===== src/rtl/rx_align_ctrl.sv =====
// -----------------------------------------------------------------------------
// rx_align_ctrl
//   Byte-alignment and link-lock controller for the PHY RX serial-to-parallel
//   path. It hunts the MSB-first serial stream for the COM symbol, fixes the
//   byte phase on the first COM and declares lock after LOCK_COUNT consecutive
//   COMs on that phase. While locked it delivers aligned data bytes with a
//   valid flag. Lock is dropped, and hunting restarts, when TIMEOUT_BYTES
//   consecutive non-COM bytes arrive.
//
// Optional feature macro: RX_ALIGN_STATS_EN
//   Adds relock_cnt (saturating count of lock losses and aborted lock
//   attempts) and lock_err (1-cycle pulse on each of those events).
//
// Ports
//   clk_8f      in   1         bit clock, all logic on posedge
//   reset       in   1         synchronous, active-low reset
//   data_in     in   1         serial data, one bit per clock, MSB first
//   data_out    out  8         aligned byte (updated on LOCKED boundaries)
//   valid_out   out  1         1-cycle pulse: data_out holds a non-COM byte
//   byte_strobe out  1         1-cycle pulse at each aligned byte boundary
//   bc_counter  out  BC_CNT_W  COMs counted since phase fix, saturating
//   active      out  1         link locked
//   state       out  2         00 HUNT, 01 CHECK, 10 LOCKED
//   relock_cnt  out  8         (RX_ALIGN_STATS_EN) lock-loss/abort count
//   lock_err    out  1         (RX_ALIGN_STATS_EN) lock-loss/abort pulse
// -----------------------------------------------------------------------------
module rx_align_ctrl #(
   parameter logic [7:0]  COM_SYMBOL    = 8'hBC,
   parameter int unsigned LOCK_COUNT    = 4,
   parameter int unsigned TIMEOUT_BYTES = 64,
   parameter int unsigned BC_CNT_W      = 4
) (
   input  logic                clk_8f,
   input  logic                reset,
   input  logic                data_in,
   output logic [7:0]          data_out,
   output logic                valid_out,
   output logic                byte_strobe,
   output logic [BC_CNT_W-1:0] bc_counter,
   output logic                active,
   output logic [1:0]          state
`ifdef RX_ALIGN_STATS_EN
   ,
   output logic [7:0]          relock_cnt,
   output logic                lock_err
`endif
);

   typedef enum logic [1:0] {
      HUNT   = 2'b00,
      CHECK  = 2'b01,
      LOCKED = 2'b10
   } state_t;

   localparam int unsigned           IDLE_W     = $clog2(TIMEOUT_BYTES + 1);
   localparam logic [IDLE_W-1:0]     IDLE_LIMIT = IDLE_W'(TIMEOUT_BYTES);
   localparam logic [BC_CNT_W-1:0]   LOCK_LIMIT = BC_CNT_W'(LOCK_COUNT);
   localparam logic [BC_CNT_W-1:0]   BC_MAX     = '1;

   state_t              st;
   logic [6:0]          sr;        // only the 7 newest bits are ever needed
   logic [7:0]          nsr;
   logic [2:0]          bit_cnt;
   logic [IDLE_W-1:0]   idle_cnt;
   logic [IDLE_W-1:0]   idle_nxt;
   logic [BC_CNT_W-1:0] bc_inc;
   logic                is_com;
   logic                at_boundary;

   // Byte as it stands once this edge samples data_in.
   assign nsr         = {sr, data_in};
   assign is_com      = (nsr == COM_SYMBOL);
   assign bc_inc      = (bc_counter == BC_MAX) ? bc_counter : bc_counter + 1'b1;
   assign idle_nxt    = idle_cnt + 1'b1;
   // Outside HUNT the phase is fixed; the 8th bit of a byte lands at bit_cnt 7.
   assign at_boundary = (bit_cnt == 3'd7);
   assign state       = st;

`ifdef RX_ALIGN_STATS_EN
   logic [7:0] relock_inc;
   assign relock_inc = (relock_cnt == 8'hFF) ? relock_cnt : relock_cnt + 8'd1;
`endif

   // NOTE: every register, including the outputs, is written only here with
   // non-blocking assignments, so all outputs change together on the edge
   // that samples a byte's 8th bit and no ordering races exist between them.
   always_ff @(posedge clk_8f) begin
      if (!reset) begin
         st          <= HUNT;
         sr          <= '0;
         bit_cnt     <= '0;
         idle_cnt    <= '0;
         data_out    <= '0;
         valid_out   <= 1'b0;
         byte_strobe <= 1'b0;
         bc_counter  <= '0;
         active      <= 1'b0;
`ifdef RX_ALIGN_STATS_EN
         relock_cnt  <= '0;
         lock_err    <= 1'b0;
`endif
      end else begin
         sr      <= nsr[6:0];
         bit_cnt <= bit_cnt + 3'd1;   // wraps 7 -> 0 on its own

         // NOTE: pulse outputs default low each cycle and are raised only in
         // the boundary branches below, giving exactly one-cycle pulses.
         valid_out   <= 1'b0;
         byte_strobe <= 1'b0;
`ifdef RX_ALIGN_STATS_EN
         lock_err    <= 1'b0;
`endif

         case (st)
            HUNT: begin
               // COM's MSB is 1, so the cleared shifter can never match
               // before 8 fresh bits have arrived.
               if (is_com) begin
                  st          <= CHECK;
                  bit_cnt     <= '0;
                  bc_counter  <= BC_CNT_W'(1);
                  byte_strobe <= 1'b1;
               end
            end

            CHECK: begin
               if (at_boundary) begin
                  byte_strobe <= 1'b1;
                  if (is_com) begin
                     bc_counter <= bc_inc;
                     // >= rather than == so LOCK_COUNT 1 still locks on the
                     // first COM seen here (count is already 1 on entry).
                     if (bc_inc >= LOCK_LIMIT) begin
                        st       <= LOCKED;
                        active   <= 1'b1;
                        idle_cnt <= '0;
                     end
                  end else begin
                     st         <= HUNT;
                     bc_counter <= '0;
`ifdef RX_ALIGN_STATS_EN
                     relock_cnt <= relock_inc;
                     lock_err   <= 1'b1;
`endif
                  end
               end
            end

            LOCKED: begin
               if (at_boundary) begin
                  byte_strobe <= 1'b1;
                  data_out    <= nsr;
                  if (is_com) begin
                     idle_cnt   <= '0;
                     bc_counter <= bc_inc;
                  end else begin
                     // The byte that times the link out is still delivered.
                     valid_out <= 1'b1;
                     idle_cnt  <= idle_nxt;
                     if (idle_nxt == IDLE_LIMIT) begin
                        st         <= HUNT;
                        active     <= 1'b0;
                        bc_counter <= '0;
`ifdef RX_ALIGN_STATS_EN
                        relock_cnt <= relock_inc;
                        lock_err   <= 1'b1;
`endif
                     end
                  end
               end
            end

            default: st <= HUNT;
         endcase
      end
   end

endmodule


===== config.mk =====
export PLATFORM = sky130hd
export DESIGN_NAME = rx_align_ctrl
export DESIGN_NICKNAME = d
export VERILOG_FILES = /design/src/rtl/rx_align_ctrl.sv
export SDC_FILE = /design/constraint.sdc
export NUM_CORES = 1
export LEC_CHECK = 0
export CORE_MARGIN = 2
export CORE_UTILIZATION = 40
export DETAILED_ROUTE_END_ITERATION = 12
export GPL_ROUTABILITY_DRIVEN = 0
export GPL_TIMING_DRIVEN = 0
export PLACE_DENSITY = 0.73
export SLEW_MARGIN = 20
export SYNTH_ARGS = -nofsm -noshare
export SYNTH_HDL_FRONTEND = slang
export SYNTH_SLANG_ARGS = --single-unit

===== constraint.sdc =====
create_clock -name clk_8f -period 2.54 [get_ports clk_8f]
set_input_delay 0.508 -clock clk_8f [delete_from_list [all_inputs] [get_ports clk_8f]]
set_output_delay 0.508 -clock clk_8f [all_outputs]
set_load 0.05 [all_outputs]

**Yosys cells after proc, flatten, opt, wreduce, memory -nomap -nowiden**

Index checks and enable logic that the tools add are counted.

- Bits in registers: 34
- Input port bits: 3
- Output and inout bits: 17

- $add $sub $neg: 3
- Magnitude comparators: 1
- Equal/unequal tests: 15
- Multiplexer cells: 35
- Reduce and logical (&&, ||, !) cells: 10

Operators with widths:

| operator | number |
|---|---|
| $mux 7 | 5 |
| $mux 4 | 7 |
| $mux 2 | 7 |
| $ne 2x2->1 const B | 7 |
| $pmux 7 s2 | 1 |
| $pmux 4 s3 | 1 |
| $reduce_and 5->1 | 2 |
| $mux 1 | 9 |
| $eq 8x8->1 const B | 1 |
| $add 7x1->7 const B | 1 |
| $eq 7x7->1 const B | 1 |
| $reduce_and 7->1 | 1 |
| $mux 3 | 2 |
| $ne 3x3->1 const B | 2 |
| $pmux 2 s3 | 1 |
| $reduce_and 6->1 | 1 |
| $add 4x1->4 const B | 1 |
| $eq 4x4->1 const B | 1 |
| $ge 4x3->1 const B | 1 |
| $pmux 1 s2 | 2 |
| $add 3x1->3 const B | 1 |
| $eq 3x3->1 const B | 1 |
| $reduce_and 3->1 | 1 |
| $reduce_bool 3->1 | 1 |
| other kinds (6) | 6 |

**Longest topological paths before layout**

Gate-level depths: netlist (run 1).

- Depth in word-level cells: 7
- Mapped depth: 8
- Mapped depth without buffers: 7

**Worst setup path before layout (run 1)**

OpenSTA, ideal clock, no wires.

- Kind: reg2reg
- Start: register st[1], in the netlist state[1]
- End: register bc_counter[1]
- Arrival: 1.972 ns
- Required time: 2.423 ns
- Path slack: 0.451 ns
- Stages on the path, launching flop included: 8
- Path buffers: 1
- Path through: dfxtp_1 inv_1 ha_1 clkbuf_1 o21bai_1 o21ai_0 a211o_1 a32o_1

- Longest elaborated chain between the ends: 3
- Elaborated cells between the ends (all ways): 10

RTL lines:

| element | line | source |
|---|---|---|
| start: declaration | 60 | `state_t st;` |
| start signal: assignment | 89 | `st <= HUNT;` |
| start signal: assignment | 119 | `st <= CHECK;` |
| start signal: assignment | 134 | `st <= LOCKED;` |
| $eq 2x2->1, or another cell as far along | 114 | `case (st)` |
| $ne 3x3->1 (no source line), or another cell as far along | - |  |
| $reduce_and 5->1 (no source line) | - |  |
| end signal: assignment | 130 | `bc_counter <= bc_inc;` |
| end signal: assignment | 155 | `bc_counter <= bc_inc;` |
| end: declaration | 39 | `output logic [BC_CNT_W-1:0] bc_counter,` |

Parallel ways exist; a longest one is shown, timed or not.
A chain may end at the register's enable or synchronous reset.

**Worst setup path in the final report (run 1)**

- Start: input port data_in
- End: register idle_cnt[2]

- Longest elaborated chain between the ends: 4
- Elaborated cells between the ends (all ways): 6

RTL lines:

| element | line | source |
|---|---|---|
| start: declaration | 35 | `input logic data_in,` |
| $eq 8x8->1 * | 72 | `assign is_com = (nsr == COM_SYMBOL);` |
| $mux 7 | 153 | `if (is_com) begin` |
| $mux 7 | 150 | `if (at_boundary) begin` |
| $pmux 7 s2 | 114 |  |
| end signal: assignment | 159 | `idle_cnt <= idle_nxt;` |
| end: declaration | 64 | `logic [IDLE_W-1:0] idle_cnt;` |

Mark *: on every way between the ends. The rest lies on a longest branch, timed or not. The select of a mux whose other input is x is not followed.

==> flow_metrics.tcl, run 1 <==
set metrics [dict create \
    crit-reg2reg-launch "idle_cnt[1]$_SDFFE_PN0P_" \
    cp_top_family "compound AO/OA/AOI/OAI gates" \
    maxSlewViolCount 0 \
    total_power_mw 1.16 \
    synth_edf_count 0 \
    p_per_area_nw_per_um2 594 \
    first_pass_iters 4 \
    vdd_drop_max_v 0.000231 \
    p_sw_mw 0.219 \
    p_seq_frac 0.466 \
    grt_pass1_vias 1259 \
    final_hold_viol_count 0 \
    cts_sinks 34 \
    final_area_sq_um 1960 \
    layout-drive-gt1-share 0.0870 \
    cap_violations 0 \
    cp_slowest_stage_delay_ns 0.49 \
    crit_buf_inv 1 \
    path_cells "clkdlybuf4s50_1 > nor4_4 > o211ai_1 > a21boi_2 > a21boi_0 > o32ai_1" \
    sw_frac_of_total 0.189 \
    worstSkewPairLatency_ns 0.29 \
    worstSetupStartpoint "data_in" \
    rsz0062_at_grt "false" \
    hp-class "flop to flop" \
    worst_ep_arrival_time_ns 2.40 \
    dr_total_vias 1370 \
    grt_pass1_wl_mm 5.53 \
    critPathKind "input pin to flop" \
    layout_commonest_cell "nand2_1" \
    dp_slack_ns 0.0728 \
    ys_types 42 \
    htree_levels 2 \
    fin_setup_tns_ns 0 \
    drtIter0Drc 56 \
    die_w_um 66.9 \
    cp_data_required_time_ns 2.72 \
    cts_buffers 5 \
    period_needed_ns 2.22 \
    die_area_sq_um 4470 \
    track_usage 0.169 \
    clkTransAtPathRegs_ns 0.07 \
    syn-num-nets 192 \
    cts_tree "done" \
    fillers 360 \
    portBuffers 18 \
    cp_slowest_cell "clkdlybuf4s50_1" \
    pwr-share-clk 0.512 \
    post-cts-setup-buffers 0 \
    netlist_area_sq_um 1580 \
    ant_nets 0 \
    cts_hold_buf 0 \
    netlist_instances 181 \
    skew_ns 0.0103 \
    grt_max_degree 13 \
    start_kind "input pin" \
    start_util 0.422 \
    drc_errors 0 \
    synthArstFlopShare 0 \
    fin_crit_sh 0.875 \
    endpoint_kind "flop" \
    synth_warnings 0 \
    combPwrFrac 0.022 \
    routed_wl_mm 3.29 \
    worstMarginPinSlew_ns 0.499 \
    io_pins 20 \
    die_y_um 66.9 \
    outcome "complete, no violations" \
    antenna_found_initial 0 \
    syn_area_per_cell_sq_um 8.74 \
    cts-resized-gates 0 \
    place_area_sq_um 1820 \
    diodes 0 \
    ys_ff_latch 34 \
    cts-root-buf "clkbuf_8" \
    core_area_sq_um 3740 \
    max_freq_mhz 450 \
    worst_hold_startpoint "bit_cnt[0]$_SDFF_PN0_" \
    relSlewSlack 0.666 \
    ys_seq_area_frac 0.430 \
    grt_overflow_total 0 \
    p_leak_nw 0.679 \
    rows 22 \
    worst-path-max-fanout 8 \
    area_delta_synth_final_pct 23.9 \
    wire_per_inst_um 12.9 \
    synth_top_flop_cell "dfxtp_1" \
    viasPerCell 5.37 \
    setup_violations 0 \
    p_int_mw 0.944 \
    layout_setup_ws_ns 0.318 \
    nNetsFinal 217 \
    most-common-layout-cells "39 x nand2_1, 34 x dfxtp_1, 18 x clkdlybuf4s50_1" \
    clockBufferDepth 2 \
    place_hpwl_mm 2.27 \
]
metal layers:
metal  track usage  up-vias  wire (um)
met4        0.0918        0         87
met3        0.0557       12        188
met2         0.268       44       1410
met5             0        -          0
li1              -      689          -
met1         0.201      625       1610
power groups by stage:
stage | combinational, mW | sequential [mW] | clock (mW)
6_report | 0.0257 | 0.542 | 0.595
5_1_grt | 0.0293 | 0.543 | 0.633
4_1_cts | 0.0260 | 0.542 | 0.607
3_5_place_dp | 0.0259 | 0.554 | 0
3_3_place_gp | 0.0250 | 0.554 | 0
2_1_floorplan | 0.0169 | 0.554 | 0
cells by family (layout without fill, tap and decap cells):
family | after synthesis | count (layout) | synth area share
simple gates | 78 | 78 | 0.246
mux | 1 | 1 | 0.00712
flops | 34 | 34 | 0.430
fa+ha+maj | 8 | 8 | 0.0633
xor+xnor | 1 | 1 | 0.00554
compound gates | 47 | 47 | 0.214
buf+inv | 12 | 38 | 0.0340
final timing paths:
kind	cells past startpoint	endpoint	slack [ns]
max	6	idle_cnt[2]$_SDFFE_PN0P_	0.32
min	1	bit_cnt[0]$_SDFF_PN0_	0.42
max reg2reg	5	bc_counter[1]$_SDFFE_PN0P_	0.56
min reg2reg	1	bit_cnt[0]$_SDFF_PN0_	0.42
worst register-to-register path, stage by stage (launching register included):
cell and delay (ns):
dfxtp_1 0.35, a2111oi_0 0.45, a31oi_1 0.12, or3_1 0.36, a211o_1 0.33, a32o_1 0.27
metrics by stage:
| stage | hold WS [ns] | util | cells |
|---|---|---|---|
| 6_report | 0.421 | 0.523 | 255 |
| 3_3_place_gp | 0.408 | 0.487 | 247 |
| 5_1_grt | 0.455 | 0.523 | 255 |
| 2_1_floorplan | 0.396 | - | 181 |
| 3_5_place_dp | 0.414 | 0.487 | 247 |
| 4_1_cts | 0.423 | 0.523 | 255 |
layout make-up:
cell class / count / area [sq um] / area share
plain buffers: 7 / 35.0 / 0.0179
clock buffers: 5 / 68.8 / 0.0351
clock inverters: 3 / 68.8 / 0.0351
inverters: 5 / 18.8 / 0.00958
multi-input cells: 135 / 847 / 0.432
flip-flops and latches: 34 / 681 / 0.347
well taps: 48 / 60.1 / 0.0307
repair buffers: 18 / 180 / 0.0920
flip-flops by register name (all words and copies together) (netlist names):
signal / cells
valid_out: 1
byte_strobe: 1
data_out: 8
bit_cnt: 3
active: 1
bc_counter: 4
idle_cnt: 7
state: 2
sr: 7
Yosys cell counts (2+ instances only):
cell	instances	share of area
nand2_1	39	0.093
dfxtp_1	34	0.43
a21boi_0	14	0.066
o21ai_0	9	0.028
and2_1	8	0.032
ha_1	8	0.063
nand3_1	8	0.025
nor2_1	6	0.014
a21oi_1	5	0.016
clkbuf_1	5	0.012
inv_1	5	0.012
a31oi_1	3	0.012
o32ai_1	3	0.017
and3_1	2	0.0079
and3_2	2	0.0095
nand2b_1	2	0.0079
nor4_1	2	0.0079
o22ai_1	2	0.0079
(Power assumes the default switching activity.)
==> inputs of run 2 (changes only) <==
==> constraint.sdc (replaced) <==
create_clock -name clk_8f -period 2.54 [get_ports clk_8f]
set_input_delay 0.635 -clock clk_8f [delete_from_list [all_inputs] [get_ports clk_8f]]
set_output_delay 0.635 -clock clk_8f [all_outputs]
set_load 0.05 [all_outputs]
==> results of run 2 <==
The final DEF is identical to that of run 1. Status: complete, no violations.
Among the figures that moved: setup slack after placement 0.0728 ns -> -0.0542 ns; setup slack after layout 0.318 ns -> 0.191 ns
==> inputs of run 3 (changes only) <==
--- a/config.mk
+++ b/config.mk
@@ -9,7 +9,6 @@
 export CORE_UTILIZATION = 40
 export DETAILED_ROUTE_END_ITERATION = 12
 export GPL_ROUTABILITY_DRIVEN = 0
-export GPL_TIMING_DRIVEN = 0
 export PLACE_DENSITY = 0.73
 export SLEW_MARGIN = 20
 export SYNTH_ARGS = -nofsm -noshare
==> run 3 against run 2 <==
Utilization down 1.0 points. Critical path type is now flop to output port. Clock skew down 0.0067 ns. Clock power down 31%. Total power down 16%. First-iteration DRC count down 5.4%. Highest routed layer unchanged.
==> flow_metrics.tcl, run 3 (same netlist as run 1, synthesis figures left out) <==
set metrics [dict create \
    outcome "complete, no violations" \
    p_leak_nw 0.666 \
    crit_buf_inv 1 \
    endpoint_kind "output port" \
    reg.largest.list "data_out: 8 flops, idle_cnt: 7 flops, sr: 7 flops" \
    regToRegSetupSlack_ns 0.65 \
    worstMarginPinSlew_ns 0.493 \
    cts-root-buf "clkbuf_8" \
    clockBufferDepth 2 \
    die_area_sq_um 4470 \
    busiest_layer "met2" \
    max_freq_mhz 450 \
    area.sequential_sq_um 681 \
    period_needed_ns 2.22 \
    worst-path-max-fanout 7 \
    worstSkewPairLatency_ns 0.28 \
    dp_slack_ns 0.0796 \
    grt_max_degree 37 \
    htree_levels 2 \
    fillers 369 \
    post-place-cells 245 \
    worst_ep_arrival_time_ns 1.59 \
    routed_wl_mm 3.06 \
    hp-class "flop to flop" \
    grt_pass1_vias 1215 \
    fin_setup_tns_ns 0 \
    rsz0062_at_grt "false" \
    cts_tree "done" \
    layout_commonest_cell "nand2_1" \
    fin_cells 253 \
    cts_buffers 5 \
    final_hold_viol_count 0 \
    grt_use_met3 0.0507 \
    rows 22 \
    first_pass_iters 4 \
    nNetsFinal 215 \
    portBuffers 19 \
    use_met1 0.199 \
    area_delta_synth_final_pct 21.5 \
    track_usage 0.161 \
    diodes 0 \
    relSlewSlack 0.670 \
    die_y_um 66.9 \
    antenna_found_initial 0 \
    cts_sinks 34 \
    vdd_drop_max_v 0.000194 \
    whs_ns 0.421 \
    grt_pass1_wl_mm 5.41 \
    dr_total_vias 1320 \
    place_hpwl_mm 2.16 \
    path_cells "clkdlybuf4s50_1" \
    drtIter0Drc 53 \
    cp_top_family "buffers and inverters" \
    met2_usage 0.255 \
    maxSlewViolCount 0 \
    layout_setup_ws_ns 0.319 \
    cts_hold_buf 0 \
    start_kind "flop" \
    fin_crit_sh 0.874 \
    start_util 0.422 \
    wire_per_inst_um 12.1 \
    cts-resized-gates 0 \
    post-cts-setup-buffers 0 \
    p_per_area_nw_per_um2 507 \
    cp_slowest_stage_delay_ns 0.85 \
    ant_nets 0 \
    core_area_sq_um 3740 \
    layout-drive-gt1-share 0.0976 \
    critPathKind "flop to output port" \
    most-common-layout-cells "39 x nand2_1, 34 x dfxtp_1, 19 x clkdlybuf4s50_1" \
    largest_reg_flops 8 \
    largest_register "data_out" \
    grt_overflow_total 0 \
    cp_slowest_cell "clkdlybuf4s50_1" \
    cap_violations 0 \
    setup_violations 0 \
    io_pins 20 \
    viasPerCell 5.22 \
    skew_ns 0.00365 \
    multi_input_area_sq_um 847 \
    drc_errors 0 \
    clkTransAtPathRegs_ns 0.07 \
    cp_data_required_time_ns 1.90 \
    die_w_um 66.9 \
]
-- run 3: cell count changes in the layout (fill, tap and decap cells not counted), sizes merged --
cell	change
bufinv	-2
clkbuf	-4
buf	+2
clkinvlp	+1
clkdlybuf4s50	+1
-- run 3: final timing paths --
check,startpoint,end,depth (start not counted)
max,bc_counter[3]$_SDFFE_PN0P_,bc_counter[3],1
min reg2reg,bit_cnt[0]$_SDFF_PN0_,bit_cnt[0]$_SDFF_PN0_,1
min,bit_cnt[0]$_SDFF_PN0_,bit_cnt[0]$_SDFF_PN0_,1
max reg2reg,idle_cnt[1]$_SDFFE_PN0P_,bc_counter[1]$_SDFFE_PN0P_,5
-- run 3: report_power, final --
group | internal [mW] | total (mW) | switching (mW)
logic | 0.0112 | 0.0239 | 0.0127
clock network | 0.218 | 0.408 | 0.190
registers | 0.539 | 0.542 | 0.00298
total | 0.768 | 0.974 | 0.206
-- run 3: per-layer routing --
layer  routed length [um]  part of all wire
met3                  145             0.047
met1                 1540              0.50
met4                   57             0.019
met2                 1320              0.43
met5                    0                 0
-- run 3: cell type report --
cell class	count	share of cell area
clock buffer	6	0.0430
inverter	5	0.00977
multi-input combinational	135	0.441
tap	48	0.0313
sequential	34	0.354
clock inverter	2	0.00651
timing repair buffer	23	0.115
-- run 3: metrics by stage --
step | utilization | instance area, sq um | total power, mW
final | 0.513 | 1920 | 0.974
after global placement | 0.488 | 1830 | 0.578
after floorplan | - | 1580 | 0.571
after CTS | 0.513 | 1920 | 0.989
after global routing | 0.513 | 1920 | 1.02
after detailed placement | 0.488 | 1830 | 0.579
